File: src/rtl/sdcard_block_writer_fsm_pkg.sv
// Shared SD card SPI constants, writer states/error codes and the CRC16 byte-update helper.
package sdcard_block_writer_fsm_pkg;

  localparam int SD_BLOCK_ADDR_BITS   = 32;
  localparam int SD_BLOCK_LENGHT_BITS = 9;
  localparam int CMD_BITS             = 6;
  localparam int CMD_RESP_BITS        = 40;
  localparam int SPI_SIZE             = 8;

  localparam logic [CMD_BITS-1:0] NOCMD = 6'd63;
  localparam logic [CMD_BITS-1:0] CMD24 = 6'd24;
  localparam logic [CMD_BITS-1:0] CMD25 = 6'd25;

  localparam logic [7:0] TOK_SINGLE = 8'hFE;
  localparam logic [7:0] TOK_MULTI  = 8'hFC;
  localparam logic [7:0] TOK_STOP   = 8'hFD;
  localparam logic [7:0] IDLE_BYTE  = 8'hFF;

  localparam logic [4:0] DRESP_ACCEPTED  = 5'h05;
  localparam logic [4:0] DRESP_CRC_ERR   = 5'h0B;
  localparam logic [4:0] DRESP_WRITE_ERR = 5'h0D;

  typedef enum logic [3:0] {
    ST_IDLE, ST_CMD_WAIT, ST_CHK_R1, ST_GAP, ST_TOKEN, ST_DATA_REQ, ST_DATA_WAIT,
    ST_DATA_XFER, ST_CRC_HI, ST_CRC_LO, ST_RESP, ST_BUSY, ST_NEXT, ST_STOP,
    ST_STOP_GAP, ST_STOP_BUSY
  } wr_state_e;

  typedef enum logic [2:0] {
    WR_ERR_NONE    = 3'd0,
    WR_ERR_R1      = 3'd1,
    WR_ERR_CRC     = 3'd2,
    WR_ERR_WRITE   = 3'd3,
    WR_ERR_TIMEOUT = 3'd4,
    WR_ERR_NO_RESP = 3'd5
  } wr_err_e;

  typedef enum logic [1:0] {SPI_PH_IDLE, SPI_PH_REQ, SPI_PH_WAIT} spi_phase_e;

  // CRC16-CCITT (poly 0x1021), MSB of the data byte shifted in first.
  function automatic logic [15:0] crc16Byte(input logic [15:0] crc, input logic [7:0] data);
    logic [15:0] c;
    c = crc;
    for (int i = 7; i >= 0; i--) begin
      if (c[15] ^ data[i]) c = {c[14:0], 1'b0} ^ 16'h1021;
      else                 c = {c[14:0], 1'b0};
    end
    return c;
  endfunction

endpackage

File: src/rtl/sdcard_crc16.sv
// Byte-wide CRC16-CCITT accumulator; clear has priority over enable.
module sdcard_crc16
  import sdcard_block_writer_fsm_pkg::*;
(
  input  logic        clk,
  input  logic        rst_n,
  input  logic        clear_i,
  input  logic        en_i,
  input  logic [7:0]  data_i,
  output logic [15:0] crc_o
);

  logic [15:0] crc_q, crc_d;

  always_comb begin
    crc_d = crc_q;
    if (clear_i)   crc_d = 16'h0000;
    else if (en_i) crc_d = crc16Byte(crc_q, data_i);
  end

  always_ff @(posedge clk) begin
    if (!rst_n) crc_q <= 16'h0000;
    else        crc_q <= crc_d;
  end

  assign crc_o = crc_q;

endmodule

File: src/rtl/sdcard_block_writer_fsm.sv
// SPI-mode SD card block writer (CMD24/CMD25) with data-response check and busy polling.
// Define SDCARD_WRITER_CRC16_EN to send a real CRC16 instead of 0xFF 0xFF.
module sdcard_block_writer_fsm
  import sdcard_block_writer_fsm_pkg::*;
#(
  parameter int SD_BLOCK_LENGTH_BYTES = 512,
  parameter int BUSY_TIMEOUT_BYTES    = 65535,
  parameter int RESP_WAIT_BYTES       = 8
) (
  input  logic                            clk,
  input  logic                            rst_n,
  input  logic                            card_configured,
  input  logic                            block_write_trigger,
  input  logic                            block_write_multi_mode,
  input  logic [SD_BLOCK_ADDR_BITS-1:0]   block_write_block_addr,
  input  logic [7:0]                      block_write_data_in,
  input  logic                            block_write_data_valid,
  output logic                            block_write_data_req,
  output logic [SD_BLOCK_LENGHT_BITS-1:0] block_write_data_idx,
  output logic                            block_write_card_ready,
  output logic                            block_write_done,
  output logic [2:0]                      block_write_error,
  input  logic                            cmd_ready,
  output logic [CMD_BITS-1:0]             cmd_req_idx,
  output logic [SD_BLOCK_ADDR_BITS-1:0]   cmd_block_addr,
  input  logic [CMD_RESP_BITS-1:0]        cmd_response_bytes,
  input  logic                            spi_ready,
  output logic                            spi_req,
  output logic [SPI_SIZE-1:0]             spi_tx_data,
  input  logic [SPI_SIZE-1:0]             spi_rx_data
);

  localparam logic [SD_BLOCK_LENGHT_BITS-1:0] BLOCK_LAST =
    SD_BLOCK_LENGHT_BITS'(SD_BLOCK_LENGTH_BYTES - 1);
  localparam logic [15:0] RESP_LAST = 16'(RESP_WAIT_BYTES - 1);
  localparam logic [15:0] BUSY_LAST = 16'(BUSY_TIMEOUT_BYTES - 1);

  wr_state_e                       state_q, state_d;
  spi_phase_e                      phase_q, phase_d;
  wr_err_e                         error_q, error_d;
  logic                            spiReq_q, spiReq_d;
  logic [SPI_SIZE-1:0]             spiTx_q, spiTx_d;
  logic [CMD_BITS-1:0]             cmdReq_q, cmdReq_d;
  logic [SD_BLOCK_ADDR_BITS-1:0]   cmdAddr_q, cmdAddr_d;
  logic                            dataReq_q, dataReq_d;
  logic [SD_BLOCK_LENGHT_BITS-1:0] dataIdx_q, dataIdx_d;
  logic [SD_BLOCK_LENGHT_BITS-1:0] byteCnt_q, byteCnt_d;
  logic                            done_q, done_d;
  logic                            multi_q, multi_d;
  logic [15:0]                     pollCnt_q, pollCnt_d;
  logic [7:0]                      dataByte_q, dataByte_d;

  logic        useSpi, byteDone, crcClear, crcEn;
  logic [7:0]  txByte, crcHi, crcLo;
  logic [15:0] crcValue;
  logic        unusedResp;

  assign unusedResp = ^cmd_response_bytes[CMD_RESP_BITS-1:8];

  sdcard_crc16 u_crc16 (
    .clk     (clk),
    .rst_n   (rst_n),
    .clear_i (crcClear),
    .en_i    (crcEn),
    .data_i  (dataByte_q),
    .crc_o   (crcValue)
  );

`ifdef SDCARD_WRITER_CRC16_EN
  assign crcHi = crcValue[15:8];
  assign crcLo = crcValue[7:0];
`else
  logic unusedCrc;
  assign unusedCrc = ^crcValue;
  assign crcHi     = 8'hFF;
  assign crcLo     = 8'hFF;
`endif

  // Byte-sending states and what they put on MOSI.
  always_comb begin
    useSpi = 1'b1;
    txByte = IDLE_BYTE;
    case (state_q)
      ST_TOKEN:     txByte = multi_q ? TOK_MULTI : TOK_SINGLE;
      ST_DATA_XFER: txByte = dataByte_q;
      ST_CRC_HI:    txByte = crcHi;
      ST_CRC_LO:    txByte = crcLo;
      ST_STOP:      txByte = TOK_STOP;
      ST_GAP, ST_RESP, ST_BUSY, ST_STOP_GAP, ST_STOP_BUSY: ;
      default:      useSpi = 1'b0;
    endcase
  end

  assign byteDone = (phase_q == SPI_PH_WAIT) && spi_ready;

  always_comb begin
    state_d    = state_q;
    phase_d    = phase_q;
    error_d    = error_q;
    spiReq_d   = spiReq_q;
    spiTx_d    = spiTx_q;
    cmdReq_d   = cmdReq_q;
    cmdAddr_d  = cmdAddr_q;
    dataReq_d  = 1'b0;
    dataIdx_d  = dataIdx_q;
    byteCnt_d  = byteCnt_q;
    done_d     = 1'b0;
    multi_d    = multi_q;
    pollCnt_d  = pollCnt_q;
    dataByte_d = dataByte_q;
    crcClear   = 1'b0;
    crcEn      = 1'b0;

    case (phase_q)
      SPI_PH_IDLE: if (useSpi && spi_ready) begin
        spiReq_d = 1'b1;
        spiTx_d  = txByte;
        phase_d  = SPI_PH_REQ;
      end
      SPI_PH_REQ: if (!spi_ready) begin
        spiReq_d = 1'b0;
        phase_d  = SPI_PH_WAIT;
      end
      SPI_PH_WAIT: if (spi_ready) phase_d = SPI_PH_IDLE;
      default: phase_d = SPI_PH_IDLE;
    endcase

    case (state_q)
      ST_IDLE: if (block_write_trigger && card_configured) begin
        multi_d   = block_write_multi_mode;
        cmdAddr_d = block_write_block_addr;
        error_d   = WR_ERR_NONE;
        cmdReq_d  = block_write_multi_mode ? CMD25 : CMD24;
        state_d   = ST_CMD_WAIT;
      end
      ST_CMD_WAIT: if (!cmd_ready) begin
        cmdReq_d = NOCMD;
        state_d  = ST_CHK_R1;
      end
      ST_CHK_R1: if (cmd_ready) begin
        if (cmd_response_bytes[7:0] != 8'h00) begin
          error_d = WR_ERR_R1;
          done_d  = 1'b1;
          state_d = ST_IDLE;
        end else begin
          state_d = ST_GAP;
        end
      end
      ST_GAP: if (byteDone) state_d = ST_TOKEN;
      ST_TOKEN: begin
        crcClear = 1'b1;
        if (byteDone) begin
          byteCnt_d = '0;
          state_d   = ST_DATA_REQ;
        end
      end
      ST_DATA_REQ: begin
        dataReq_d = 1'b1;
        dataIdx_d = byteCnt_q;
        state_d   = ST_DATA_WAIT;
      end
      ST_DATA_WAIT: if (block_write_data_valid) begin
        dataByte_d = block_write_data_in;
        state_d    = ST_DATA_XFER;
      end
      ST_DATA_XFER: if (byteDone) begin
        crcEn = 1'b1;
        if (byteCnt_q == BLOCK_LAST) begin
          state_d = ST_CRC_HI;
        end else begin
          byteCnt_d = byteCnt_q + 1'b1;
          state_d   = ST_DATA_REQ;
        end
      end
      ST_CRC_HI: if (byteDone) state_d = ST_CRC_LO;
      ST_CRC_LO: if (byteDone) begin
        pollCnt_d = '0;
        state_d   = ST_RESP;
      end
      ST_RESP: if (byteDone) begin
        if (spi_rx_data == 8'hFF && pollCnt_q != RESP_LAST) begin
          pollCnt_d = pollCnt_q + 1'b1;
        end else begin
          if (spi_rx_data == 8'hFF)                 error_d = WR_ERR_NO_RESP;
          else if (spi_rx_data[4:0] == DRESP_CRC_ERR)  error_d = WR_ERR_CRC;
          else if (spi_rx_data[4:0] != DRESP_ACCEPTED) error_d = WR_ERR_WRITE;
          pollCnt_d = '0;
          state_d   = ST_BUSY;
        end
      end
      // Timeout skips the stop token: the card is presumed wedged.
      ST_BUSY, ST_STOP_BUSY: if (byteDone) begin
        if (spi_rx_data != 8'h00) begin
          if (state_q == ST_BUSY && multi_q) begin
            state_d = (error_q != WR_ERR_NONE) ? ST_STOP : ST_NEXT;
          end else begin
            done_d  = 1'b1;
            state_d = ST_IDLE;
          end
        end else if (pollCnt_q == BUSY_LAST) begin
          error_d = WR_ERR_TIMEOUT;
          done_d  = 1'b1;
          state_d = ST_IDLE;
        end else begin
          pollCnt_d = pollCnt_q + 1'b1;
        end
      end
      ST_NEXT: state_d = block_write_trigger ? ST_GAP : ST_STOP;
      ST_STOP: if (byteDone) state_d = ST_STOP_GAP;
      ST_STOP_GAP: if (byteDone) begin
        pollCnt_d = '0;
        state_d   = ST_STOP_BUSY;
      end
      default: state_d = ST_IDLE;
    endcase
  end

  always_ff @(posedge clk) begin
    if (!rst_n) begin
      state_q    <= ST_IDLE;
      phase_q    <= SPI_PH_IDLE;
      error_q    <= WR_ERR_NONE;
      spiReq_q   <= 1'b0;
      spiTx_q    <= 8'hFF;
      cmdReq_q   <= NOCMD;
      cmdAddr_q  <= '0;
      dataReq_q  <= 1'b0;
      dataIdx_q  <= '0;
      byteCnt_q  <= '0;
      done_q     <= 1'b0;
      multi_q    <= 1'b0;
      pollCnt_q  <= '0;
      dataByte_q <= '0;
    end else begin
      state_q    <= state_d;
      phase_q    <= phase_d;
      error_q    <= error_d;
      spiReq_q   <= spiReq_d;
      spiTx_q    <= spiTx_d;
      cmdReq_q   <= cmdReq_d;
      cmdAddr_q  <= cmdAddr_d;
      dataReq_q  <= dataReq_d;
      dataIdx_q  <= dataIdx_d;
      byteCnt_q  <= byteCnt_d;
      done_q     <= done_d;
      multi_q    <= multi_d;
      pollCnt_q  <= pollCnt_d;
      dataByte_q <= dataByte_d;
    end
  end

  assign spi_req                = spiReq_q;
  assign spi_tx_data            = spiTx_q;
  assign cmd_req_idx            = cmdReq_q;
  assign cmd_block_addr         = cmdAddr_q;
  assign block_write_data_req   = dataReq_q;
  assign block_write_data_idx   = dataIdx_q;
  assign block_write_done       = done_q;
  assign block_write_error      = error_q;
  assign block_write_card_ready = (state_q == ST_IDLE) && card_configured;

endmodule
File: config.mk
export PLATFORM = sky130hd
export DESIGN_NAME = sdcard_block_writer_fsm
export DESIGN_NICKNAME = d
export VERILOG_FILES = /design/src/rtl/sdcard_block_writer_fsm_pkg.sv /design/src/rtl/sdcard_crc16.sv /design/src/rtl/sdcard_block_writer_fsm.sv
export SDC_FILE = /design/constraint.sdc
export NUM_CORES = 1
export LEC_CHECK = 0
export CAP_MARGIN = 25
export CORE_ASPECT_RATIO = 1.75
export CORE_MARGIN = 4
export CORE_UTILIZATION = 46
export DETAILED_ROUTE_END_ITERATION = 10
export HOLD_SLACK_MARGIN = 0.08
export PLACE_DENSITY = 0.84
export SLEW_MARGIN = 20
export SYNTH_ARGS = -nofsm -noshare
export SYNTH_HDL_FRONTEND = slang
export SYNTH_SLANG_ARGS = --single-unit
File: constraint.sdc
create_clock -name clk -period 2.4 [get_ports clk]
set_input_delay 0.48 -clock clk [delete_from_list [all_inputs] [get_ports clk]]
set_output_delay 0.48 -clock clk [all_outputs]
set_load 0.05 [all_outputs]
==> impl_metrics.py <==
metrics = {
    "timing": {
        "min_period_ns": 2.22,
        "max_freq_mhz": 450,
        "whs_ns": 0.454,
        "skew_ns": 0.00606,
        "setup-violations-final": 0,
        "min_period_over_period": 0.927,
        "slew_viol_final": 0,
        "hold_viol_final": 0,
        "finalSetupTns_ns": 0,
        "relSlewSlack": 0.539,
        "worstMarginPinSlew_ns": 0.691,
        "rsz0062_at_grt": "no",
        "postLayoutSetupSlackWorst_ns": 0.176,
    },
    "synthesis": {
        "ys_seq_area_frac": 0.422,
        "yosys_warnings": 0,
        "synth.avg_cell_area_um2": 8.51,
        "ys_top_cells_by_area": "dfxtp_1 42%, nand2_1 8.9%, a21boi_1 5.1%, nor2_1 3.3%, mux2i_1 2.8%",
        "ys_seq_elements": 97,
        "async_flop_share": 0,
        "ys.flop_type": "dfxtp_1",
        "yosysTopAreaCellShare": 0.422,
        "syn_area_mm2": 0.00461,
        "synth.largest_area_cell": "dfxtp_1",
        "synth_cells": 541,
        "yosysUniqueCellTypes": 64,
        "synth-edff-count": 0,
    },
    "run": {
        "max-cap-violations": 0,
    },
    "clock_network": {
        "cts_buffers": 9,
        "cts_tree": "built",
        "cts-root-buf": "clkbuf_16",
        "clk_pin_slew_ns": 0.07,
        "clock_tree.htree_level_count": 3,
        "clk_path_buf_depth": 2,
        "numClockSinks": 97,
        "insertion_delay_ns": 0.34,
        "cts-resized-gates": 0,
        "ctsHoldBuffers": 0,
        "post_cts_buffers": 0,
    },
    "critical_path": {
        "critPathMaxStageDelay_ns": 0.49,
        "reg2reg_from": "byteCnt_q[0]",
        "r2r-end": "byteCnt_q[6]",
        "r2r_slack_ns": 0.21,
        "crit_chain": "nor3_1 > and3b_1 > buf_12",
        "worstPathRequired_ns": 1.92,
        "worst-path-buf-inv": 1,
        "endpoint_kind": "primary output",
        "crit_fanout": 16,
        "slowest_stage": "dfxtp_1",
        "arrival_ns": 1.74,
        "r2r_cells": 10,
        "worstSetupPathType": "flip-flop to primary output",
        "critPathLaunchType": "flip-flop",
        "cp_top_family": "simple AND/OR/NAND/NOR gates",
    },
    "outcome": {
        "outcome": "complete, no violations",
    },
    "grt": {
        "grt_overflow": 0,
        "globalRouteTotalUtil": 0.210,
        "grt_pass1_vias": 4381,
        "antenna_found_initial": 0,
        "grt_max_degree": 68,
        "grt_pass1_wl_mm": 20.6,
    },
    "finish": {
        "drive_gt1_frac": 0.105,
        "final_common_cell": "clkdlybuf4s50_1",
        "post-route-util": 0.650,
        "final_cell_mix": "121 x clkdlybuf4s50_1, 109 x nand2_1, 96 x dfxtp_1, 41 x nor2_1, 31 x a21boi_1",
        "area_growth_pct": 38.9,
        "diodes": 0,
        "fin_nets": 772,
    },
    "routing": {
        "detail_route.wirelength_mm": 12.4,
        "vias": 4397,
        "drt_iter0_drc": 366,
        "drc": 0,
        "drtAntennaViolNets": 0,
        "drt_first_pass_iters": 7,
        "via_per_inst": 5.48,
        "wire_per_inst_um": 15.5,
    },
    "floorplanning": {
        "die_h_um": 140,
        "core_mm2": 0.00985,
        "die_w_um": 83.6,
        "initial_utilization": 0.468,
        "rows": 48,
        "die_area_mm2": 0.0117,
        "ioPinCount": 158,
    },
    "placed_design": {
        "globalplace.congestion": 0.966,
        "io_buffers": 123,
        "post-place-ws_ns": -0.175,
        "hpwl_mm": 9.31,
    },
    "pwr": {
        "power.share.switching": 0.363,
        "vdd.ir_drop.worst_mv": 0.502,
        "p_switching_mw": 1.82,
        "power.leakage_nw": 2.32,
        "power_frac_comb": 0.346,
        "clock_power_share": 0.278,
        "power_frac_seq": 0.376,
        "finalPower_mw": 5.01,
        "p_int_mw": 3.19,
        "power_density_mw_per_mm2": 783,
    },
    "min_path": {
        "min_path_cells": 2,
        "hold_end": "cmd_block_addr[21]",
        "min_from": "cmd_block_addr[21]",
        "hold_path.class": "flip-flop to flip-flop",
    },
}
[registers in the layout (all words and copies together) (netlist names), 2 cells and up]
register,cells
state_q,4
byteCnt_q,9
phase_q,2
block_write_data_idx,9
cmd_req_idx,2
spi_tx_data,8
dataByte_q,8
block_write_error,3
pollCnt_q,16
cmd_block_addr,32
[power by group through the flow]
stage	logic, mW	registers [mW]	clock network (mW)
finish	1.73	1.89	1.39
global route	1.86	1.90	1.49
CTS	1.73	1.88	1.42
detailed placement	1.72	1.91	0
global placement	1.69	1.90	0
floorplan	0.846	2.16	0
[how the worst max path moves through the flow]
stage	to	cells past startpoint	slack, ns	from
2_1_floorplan	byteCnt_q[5]	10	0.38	byteCnt_q[0]
3_3_place_gp	pollCnt_q[11]	5	-0.11	spi_ready
3_5_place_dp	pollCnt_q[2]	5	-0.18	spi_ready
4_1_cts	pollCnt_q[2]	6	0.02	pollCnt_q[0]
5_1_grt	state_q[3]	6	0.02	pollCnt_q[12]
6_report	block_write_card_ready	3	0.18	state_q[2]
[synthesized netlist by cell type, drive strengths merged (3+ instances only)]
cell / instances
nand2: 111
dfxtp: 97
a21boi: 43
nor2: 42
buf: 21
o21ai: 20
a21oi: 15
clkbuf: 15
mux2i: 13
xnor2: 13
nand4: 12
nor3: 12
nor2b: 11
nand3: 9
inv: 7
a2111oi: 6
a211oi: 6
o211a: 6
and2: 5
and3: 5
nor4: 5
or3: 5
and3b: 4
ha: 4
nand2b: 4
nand3b: 4
o31ai: 4
or4: 4
xor2: 4
a21o: 3
a31oi: 3
and4: 3
o211ai: 3
[layout make-up]
| cell class | count | area [um^2] |
|---|---|---|
| Sequential cell | 97 | 1940 |
| Fill cell | 788 | 3450 |
| Tap cell | 125 | 156 |
| Multi-Input combinational cell | 402 | 2470 |
| Timing Repair Buffer | 155 | 1500 |
| Clock buffer | 10 | 239 |
| Clock inverter | 6 | 57.6 |
| Inverter | 7 | 26.3 |
[worst min-delay path, delay by kind of cell, from the launching register on]
family	cells	cell delay (ns)
AO/OA/AOI/OAI	1	0.05
flip-flops	1	0.31
AND/OR/NAND/NOR	1	0.05
[cells by family after synthesis]
family,after synthesis,synth area share
adder cells (fa/ha/maj),4,0.0109
multiplexers,14,0.0307
AO/OA/AOI/OAI,120,0.200
buffers and inverters,43,0.0437
flip-flops,97,0.422
XOR/XNOR,17,0.0323
other,1,0.000814
AND/OR/NAND/NOR,245,0.260
[routing by layer]
metal | track usage | wire (um) | part of all wire | vias to the layer above
met1 | 0.221 | 4680 | 0.38 | 2053
met4 | 0.0669 | 204 | 0.016 | 0
met5 | 0 | 0 | 0 | -
met3 | 0.0412 | 697 | 0.056 | 24
li1 | - | - | - | 2154
met2 | 0.409 | 6820 | 0.55 | 166
[metrics by stage]
| step | area, um^2 | instances |
|---|---|---|
| after floorplan | 4610 | 542 |
| after global placement | 6090 | 786 |
| after detailed placement | 6090 | 786 |
| after CTS | 6390 | 802 |
| after global routing | 6400 | 802 |
| final | 6400 | 802 |
No activity file was read; power rests on OpenSTA's default activity.
